### src/rtl/sha_digest_uart_tx.sv
// Serialises a 256-bit SHA-256 digest onto a UART 8N1 line, byte 0 first.
// Define SHA_DIGEST_HEX_EN to send 64 lowercase hex digits plus CR LF instead of 32 raw bytes.
module sha_digest_uart_tx #(
  parameter int unsigned CLKS_PER_BIT = 868
) (
  input  logic         clk,
  input  logic         rst,
  input  logic [255:0] i_digest,
  input  logic         i_digest_valid,
  output logic         o_digest_ready,
  output logic         o_uart_tx,
  output logic         o_tx_busy,
  output logic         o_done
);

  localparam int unsigned DIG_W  = 256;
  localparam int unsigned CHAR_W = 8;
  localparam int unsigned CNT_W  = 16;
  localparam int unsigned IDX_W  = 7;
`ifdef SHA_DIGEST_HEX_EN
  localparam int unsigned NUM_CHARS = 66;
  localparam int unsigned SHIFT_W   = 4;
`else
  localparam int unsigned NUM_CHARS = 32;
  localparam int unsigned SHIFT_W   = 8;
`endif

  localparam logic [CNT_W-1:0] BIT_LAST  = CNT_W'(CLKS_PER_BIT - 1);
  localparam logic [IDX_W-1:0] CHAR_LAST = IDX_W'(NUM_CHARS - 1);

  typedef enum logic [2:0] {
    S_IDLE,
    S_START,
    S_DATA,
    S_STOP,
    S_DONE
  } state_t;

  state_t              state_q, state_d;
  logic [CNT_W-1:0]    cnt_q, cnt_d;
  logic [2:0]          bit_idx_q, bit_idx_d;
  logic [IDX_W-1:0]    char_idx_q, char_idx_d;
  logic [DIG_W-1:0]    dig_q, dig_d;
  logic [CHAR_W-1:0]   sh_q, sh_d;
  logic                tx_q, tx_d;
  logic                ready_q, ready_d;
  logic                busy_q, busy_d;
  logic                done_q, done_d;
  logic                bit_end;
  logic                load;

`ifdef SHA_DIGEST_HEX_EN
  // Top nibble of the remaining digest as ASCII, with CR/LF appended after the digits.
  function automatic logic [CHAR_W-1:0] hex_char(input logic [DIG_W-1:0] dig,
                                                 input logic [IDX_W-1:0] idx);
    logic [3:0] nib;
    nib = dig[DIG_W-1 -: 4];
    if (idx == IDX_W'(64)) return 8'h0D;
    if (idx == IDX_W'(65)) return 8'h0A;
    if (nib < 4'd10) return 8'h30 + {4'h0, nib};
    return 8'h57 + {4'h0, nib};
  endfunction
`endif

  always_comb begin
    state_d    = state_q;
    cnt_d      = cnt_q;
    bit_idx_d  = bit_idx_q;
    char_idx_d = char_idx_q;
    dig_d      = dig_q;
    sh_d       = sh_q;
    load       = 1'b0;
    bit_end    = (cnt_q == BIT_LAST);

    unique case (state_q)
      S_IDLE: begin
        if (i_digest_valid && ready_q) begin
          state_d    = S_START;
          dig_d      = i_digest;
          char_idx_d = '0;
          cnt_d      = '0;
          load       = 1'b1;
        end
      end
      S_START: begin
        if (bit_end) begin
          state_d   = S_DATA;
          cnt_d     = '0;
          bit_idx_d = '0;
        end else begin
          cnt_d = cnt_q + CNT_W'(1);
        end
      end
      S_DATA: begin
        if (bit_end) begin
          cnt_d = '0;
          if (bit_idx_q == 3'd7) begin
            state_d = S_STOP;
          end else begin
            bit_idx_d = bit_idx_q + 3'd1;
            sh_d      = sh_q >> 1;
          end
        end else begin
          cnt_d = cnt_q + CNT_W'(1);
        end
      end
      S_STOP: begin
        if (bit_end) begin
          cnt_d = '0;
          // Character counter never wraps: the last stop bit always ends the transfer.
          if (char_idx_q == CHAR_LAST) begin
            state_d = S_DONE;
          end else begin
            state_d    = S_START;
            char_idx_d = char_idx_q + IDX_W'(1);
            dig_d      = dig_q << SHIFT_W;
            load       = 1'b1;
          end
        end else begin
          cnt_d = cnt_q + CNT_W'(1);
        end
      end
      S_DONE: begin
        state_d = S_IDLE;
      end
      default: begin
        state_d = S_IDLE;
      end
    endcase

`ifdef SHA_DIGEST_HEX_EN
    if (load) sh_d = hex_char(dig_d, char_idx_d);
`else
    if (load) sh_d = dig_d[DIG_W-1 -: CHAR_W];
`endif

    // Outputs are registered, so they are derived from the next state.
    tx_d    = 1'b1;
    if (state_d == S_START) tx_d = 1'b0;
    if (state_d == S_DATA)  tx_d = sh_d[0];
    busy_d  = (state_d == S_START) || (state_d == S_DATA) || (state_d == S_STOP);
    ready_d = (state_d == S_IDLE);
    done_d  = (state_d == S_DONE);
  end

  always_ff @(posedge clk) begin
    if (!rst) begin
      state_q    <= S_IDLE;
      cnt_q      <= '0;
      bit_idx_q  <= '0;
      char_idx_q <= '0;
      dig_q      <= '0;
      sh_q       <= '0;
      tx_q       <= 1'b1;
      ready_q    <= 1'b1;
      busy_q     <= 1'b0;
      done_q     <= 1'b0;
    end else begin
      state_q    <= state_d;
      cnt_q      <= cnt_d;
      bit_idx_q  <= bit_idx_d;
      char_idx_q <= char_idx_d;
      dig_q      <= dig_d;
      sh_q       <= sh_d;
      tx_q       <= tx_d;
      ready_q    <= ready_d;
      busy_q     <= busy_d;
      done_q     <= done_d;
    end
  end

  assign o_uart_tx      = tx_q;
  assign o_digest_ready = ready_q;
  assign o_tx_busy      = busy_q;
  assign o_done         = done_q;

endmodule

### config.mk
export PLATFORM = sky130hd
export DESIGN_NAME = sha_digest_uart_tx
export DESIGN_NICKNAME = d
export VERILOG_FILES = /design/src/rtl/sha_digest_uart_tx.sv
export SDC_FILE = /design/constraint.sdc
export NUM_CORES = 1
export LEC_CHECK = 0
export CAP_MARGIN = 25
export CORE_AREA = 10 10 157 159
export CTS_BUF_LIST = sky130_fd_sc_hd__clkbuf_8
export CTS_CLUSTER_SIZE = 12
export DETAILED_ROUTE_END_ITERATION = 10
export DIE_AREA = 0 0 167 169
export PLACE_DENSITY = 0.81
export REMOVE_ABC_BUFFERS = 1
export SLEW_MARGIN = 20
export SYNTH_ARGS = -nofsm -noshare
export SYNTH_HDL_FRONTEND = slang
export SYNTH_SLANG_ARGS = --single-unit
### constraint.sdc
create_clock -name clk -period 2.4 [get_ports clk]
set_input_delay 0.24 -clock clk [delete_from_list [all_inputs] [get_ports clk]]
set_output_delay 0.24 -clock clk [all_outputs]
set_load 0.005 [all_outputs]
Word-level counts from Yosys, hierarchy flattened
Cells that the tools add are included.

Register bits: 297. Latch bits: 0. RAM bits: 0. ROM bits: 0. Input port bits: 259. Output and inout port bits: 4. Word-level logic and storage cells: 79. Memories: 0.

Add/sub/neg operators: 3. $mul: 0. Divide/modulo/power cells: 0. Order comparisons: 0. Eq/ne operators: 17. Shift operators: 0. Multiplexer cells: 32. Bitwise logic cells: 0. Reduce and logical (&&, ||, !) cells: 15.

Operators with widths (count): 2-to-1 mux 256 bit (3); one-hot mux 256 bit (2 select lines) (1); 2-to-1 mux 16 bit (2); 2-to-1 mux 8 bit (4); one-hot mux 16 bit (2 select lines) (1); 2-to-1 mux 3 bit (9); 2-to-1 mux 7 bit (3); adder 16 x 1 -> 16 bit, second input constant (1); == test 16 x 10 -> 1 bit, second input constant (1); inequality test 2 bit, second input constant (7); one-hot mux 7 bit (2 select lines) (1); == test 3 x 2 -> 1 bit, second input constant (4); one-hot mux 3 bit (4 select lines) (1); nonzero test 2 bit (5); AND reduction 4 bit (2); adder 7 x 1 -> 7 bit, second input constant (1); == test 7 x 5 -> 1 bit, second input constant (1); == test 3 x 1 -> 1 bit, second input constant (2); == test 3 bit, second input constant (2); logical NOT 3 bit (2); one-hot mux 3 bit (2 select lines) (1); 2-to-1 mux 1 bit (5); adder 3 x 1 -> 3 bit, second input constant (1); AND reduction 3 bit (1); other kinds (5) (6).

Depth between registers and ports, before layout
Depth after elaboration: 7. Mapped depth: 8. Depth with buffers taken out: 7.

Least setup slack after synthesis
Ideal clock, no wire load.

Path kind: reg2reg. Start: register cnt_q[3]. End: register dig_q[191]. Setup time: 0.128 ns. Arrival: 1.790 ns. Required time: 2.272 ns. Slack: 0.482 ns. Cell stages (with the launch flop): 8. Buffers on the path: 2. Clock period less this slack: 1.918 ns. Path through: dfxtp_1 -> nor4_4 -> nand4_4 -> a22o_1 -> buf_2 -> buf_6 -> a222oi_1 -> nor2_1.

Cells in the longest elaborated chain, start to end: 3.

Ends and longest elaborated chain: start, declared (line 40) `logic [CNT_W-1:0] cnt_q, cnt_d;`; start signal, assigned (line 160) `cnt_q <= cnt_d;`; == test 16 x 10 -> 1 bit (line 73) `bit_end = (cnt_q == BIT_LAST);`; inequality test 2 bit (no line); AND reduction 4 bit (no line); end signal, assigned (line 163) `dig_q <= dig_d;`; end, declared (line 43) `logic [DIG_W-1:0] dig_q, dig_d;`.

No other way between the ends. A chain may end at the register's enable or synchronous reset.

Worst setup path after layout
Start: register char_idx_q[0]. End: register dig_q[129].

Cells in the longest elaborated chain, start to end: 3.

Ends and longest elaborated chain: start, declared (line 42) `logic [IDX_W-1:0] char_idx_q, char_idx_d;`; start signal, assigned (line 162) `char_idx_q <= char_idx_d;`; == test 7 x 5 -> 1 bit (line 111) `if (char_idx_q == CHAR_LAST) begin`; inequality test 2 bit (no line); AND reduction 4 bit (no line).

No other way between the ends.

==> results.py <==
metrics = {
    "timing": {
        "setup_viol": 0,
        "period_share_pct": 97.2,
        "finalClockSkew_ps": 29.8,
        "maxSlewHeadroom_pct": 50.7,
        "hold_viol_final": 0,
        "fin_crit_ps": 2330,
        "grt_setup_unrepaired": "no",
        "fmax_mhz": 429,
        "tightest_slew_ps": 734,
        "slew_viol_final": 0,
    },
    "place": {
        "dp_hpwl_um": 21100,
        "gp_congestion": 0.829,
        "portBuffers": 262,
        "dpl.cell_count": 1539,
        "dpl_cell_area_um2": 13700,
    },
    "worst_setup_path": {
        "critPathRequiredTime_ps": 2820,
        "critPathMaxFanout": 148,
        "cp.arrival_ps": 2750,
        "critPathKind": "reg2reg",
        "critPathLaunchType": "flop",
        "rrSetupSlack_ps": 70,
        "crit_path_end_kind": "flop",
    },
    "logic_synthesis": {
        "yosysSeqAreaShare_pct": 53.4,
        "netlist_area_um2": 10800,
        "synth_top_flop_cell": "dfxtp_1",
        "yosys_warnings": 0,
        "ys_ff_latch": 289,
        "syn_inst": 1088,
        "synth_edf_count": 0,
        "synth.avg_cell_area_um2": 9.95,
        "ys_async_sr_fraction_pct": 0,
        "synth_cell_types": 41,
    },
    "power": {
        "leakagePower_nw": 5.34,
        "vdd_drop_max_mv": 0.525,
        "powerDensity_nw_per_um2": 755,
    },
    "route": {
        "vias": 10182,
        "dr_wl_met2_um": 14900,
        "drc": 11,
        "firstDrtPassIters": 11,
        "avgRoutedWirePerCell_um": 19.4,
        "routed.top_layer": "met5",
        "routed_via_density": 6.27,
        "met3WireLength_um": 3420,
        "wl_met1_um": 12600,
        "routed_wl_um": 31500,
        "drtAntennaViolNets": 0,
        "first_iter_violations": 1902,
    },
    "final_layout": {
        "final_cell_mix": "dfxtp_1 (289), nor2_1 (267), clkdlybuf4s50_1 (262), a222oi_1 (240), clkbuf_8 (59)",
        "syn_to_final_growth_pct": 35.7,
        "mostFrequentLayoutCell": "dfxtp_1",
        "nNetsFinal": 1571,
        "antenna_cells": 0,
        "finalNonFillerCells": 1624,
        "fin_util_pct": 68.2,
        "drive_gt1_share_pct": 7.89,
        "stdcell_area_um2": 14700,
    },
    "floorplan": {
        "design.portCount": 263,
        "die_x_um": 167,
        "fp.coreArea_um2": 21600,
        "start_util_pct": 50.2,
        "die_h_um": 169,
        "dieArea_um2": 28200,
        "placementRows": 54,
    },
    "global_route": {
        "grt_pass1_wl_um": 48700,
        "grt_max_degree": 149,
        "grt_use_total_pct": 20.2,
        "antenna_found_initial": 3,
        "grt_pass1_vias": 9656,
        "gr-total-overflow": 0,
    },
    "outcome": {
        "outcome": "finished, violations left",
        "violations": "design-rule violations",
    },
    "clocking": {
        "cts_buffers": 47,
        "cts.sinks": 289,
        "clock_latency_ps": 550,
        "cts_tree": "done",
        "cts_max_level": 2,
        "clock_path_buffers": 3,
        "cts-root-buf": "clkbuf_8",
        "clk_pin_slew_ps": 60,
    },
    "worst_hold_path": {
        "min_path_type": "in2reg",
    },
    "job": {
        "cap_violations": 0,
    },
}
==> critical path, cell delays in order (launching register included) <==
cell	delay [ps]
dfxtp_1	410
ha_1	220
nand2_1	90
o41ai_2	300
buf_4	200
nor2_4	50
clkbuf_16	280
a222oi_1	410
nor2_1	90
==> metal layers <==
metal,vias up,GRT usage (%)
li1,4788,-
met4,6,6.11
met3,56,8.80
met1,4863,23.3
met2,469,33.2
met5,-,0
==> per-stage QoR <==
step | power [mW] | worst slack, ps | setup TNS, ps | hold WS, ps
5_1_grt | 11.6 | 6.69 | 0 | 312
2_1_floorplan | 6.27 | -17670 | -4530490 | 378
4_1_cts | 11.2 | 172 | 0 | 298
6_report | 11.1 | 66.7 | 0 | 332
3_3_place_gp | 6.95 | 252 | 0 | 443
3_5_place_dp | 7.00 | 204 | 0 | 456
==> logic make-up (layout without fill, tap and decap cells) <==
logic type	count (synthesis)	in the layout	synth area share, %
xor gates and xnor gates	11	11	0.890
adders and majority gates	4	4	0.462
DFF	289	289	53.4
AOI/OAI and AO/OA	302	302	25.9
and+or+nand+nor	354	354	14.1
buffers and inverters	127	383	5.12
muxes	1	1	0.0924
==> power by group <==
part | internal [mW] | leakage (nW) | switching (mW)
logic | 0.926 | 2.42 | 0.689
clock network | 2.32 | 0.560 | 1.85
registers | 5.12 | 2.36 | 0.182
total | 8.37 | 5.34 | 2.73
==> area by class of cell <==
cell class	instances	area, um2
repair buffers	292	3070
fillers	1651	6860
clock inverters	26	138
multi-input cells	672	4510
flip-flops and latches	289	5790
clock buffers	59	812
inverters	6	30.0
well taps	280	350
==> synthesized netlist by cell type, types with 2 or more instances <==
| cell type | n | area share (%) |
|---|---|---|
| nor4_4 | 2 | 0.39 |
| and3_1 | 5 | 0.29 |
| buf_2 | 56 | 2.6 |
| nand2_1 | 23 | 0.80 |
| ha_1 | 4 | 0.46 |
| xnor2_1 | 3 | 0.24 |
| o31ai_1 | 4 | 0.28 |
| or3_1 | 8 | 0.46 |
| a222oi_1 | 240 | 22 |
| xor2_1 | 8 | 0.65 |
| a31oi_1 | 11 | 0.64 |
| nand3_1 | 18 | 0.83 |
| dfxtp_1 | 289 | 53 |
| and2_1 | 2 | 0.12 |
| or4_1 | 3 | 0.21 |
| nand4_1 | 7 | 0.40 |
| a21oi_1 | 19 | 0.88 |
| nor2_1 | 268 | 9.3 |
| nor4_1 | 2 | 0.12 |
| and4_1 | 2 | 0.16 |
| nor3_1 | 7 | 0.32 |
| clkbuf_1 | 64 | 2.2 |
| a22oi_1 | 16 | 1.1 |
| inv_1 | 6 | 0.21 |
| o21ai_0 | 5 | 0.23 |
==> sequential cells by signal (all words and copies together) (netlist names) <==
register        count
state_q             3
bit_idx_q           3
cnt_q              16
o_tx_busy           1
dig_q             248
o_uart_tx           1
char_idx_q          7
o_digest_ready      1
o_done              1
sh_q                8
==> final timing paths <==
check / cells past startpoint / from / end
hold reg to reg: 2 / bit_idx_q[2] / bit_idx_q[2]
hold / removal: 3 / i_digest[7] / dig_q[7]
setup / recovery: 8 / char_idx_q[0] / dig_q[129]
setup reg to reg: 8 / char_idx_q[0] / dig_q[129]
==> timing repair <==
action,CTS,global route
endpoints found under the setup margin,0,3
hold buffers,0,0
gates resized for setup,0,2
buffers inserted,0,0
No activity file was read; power rests on OpenSTA's default activity.
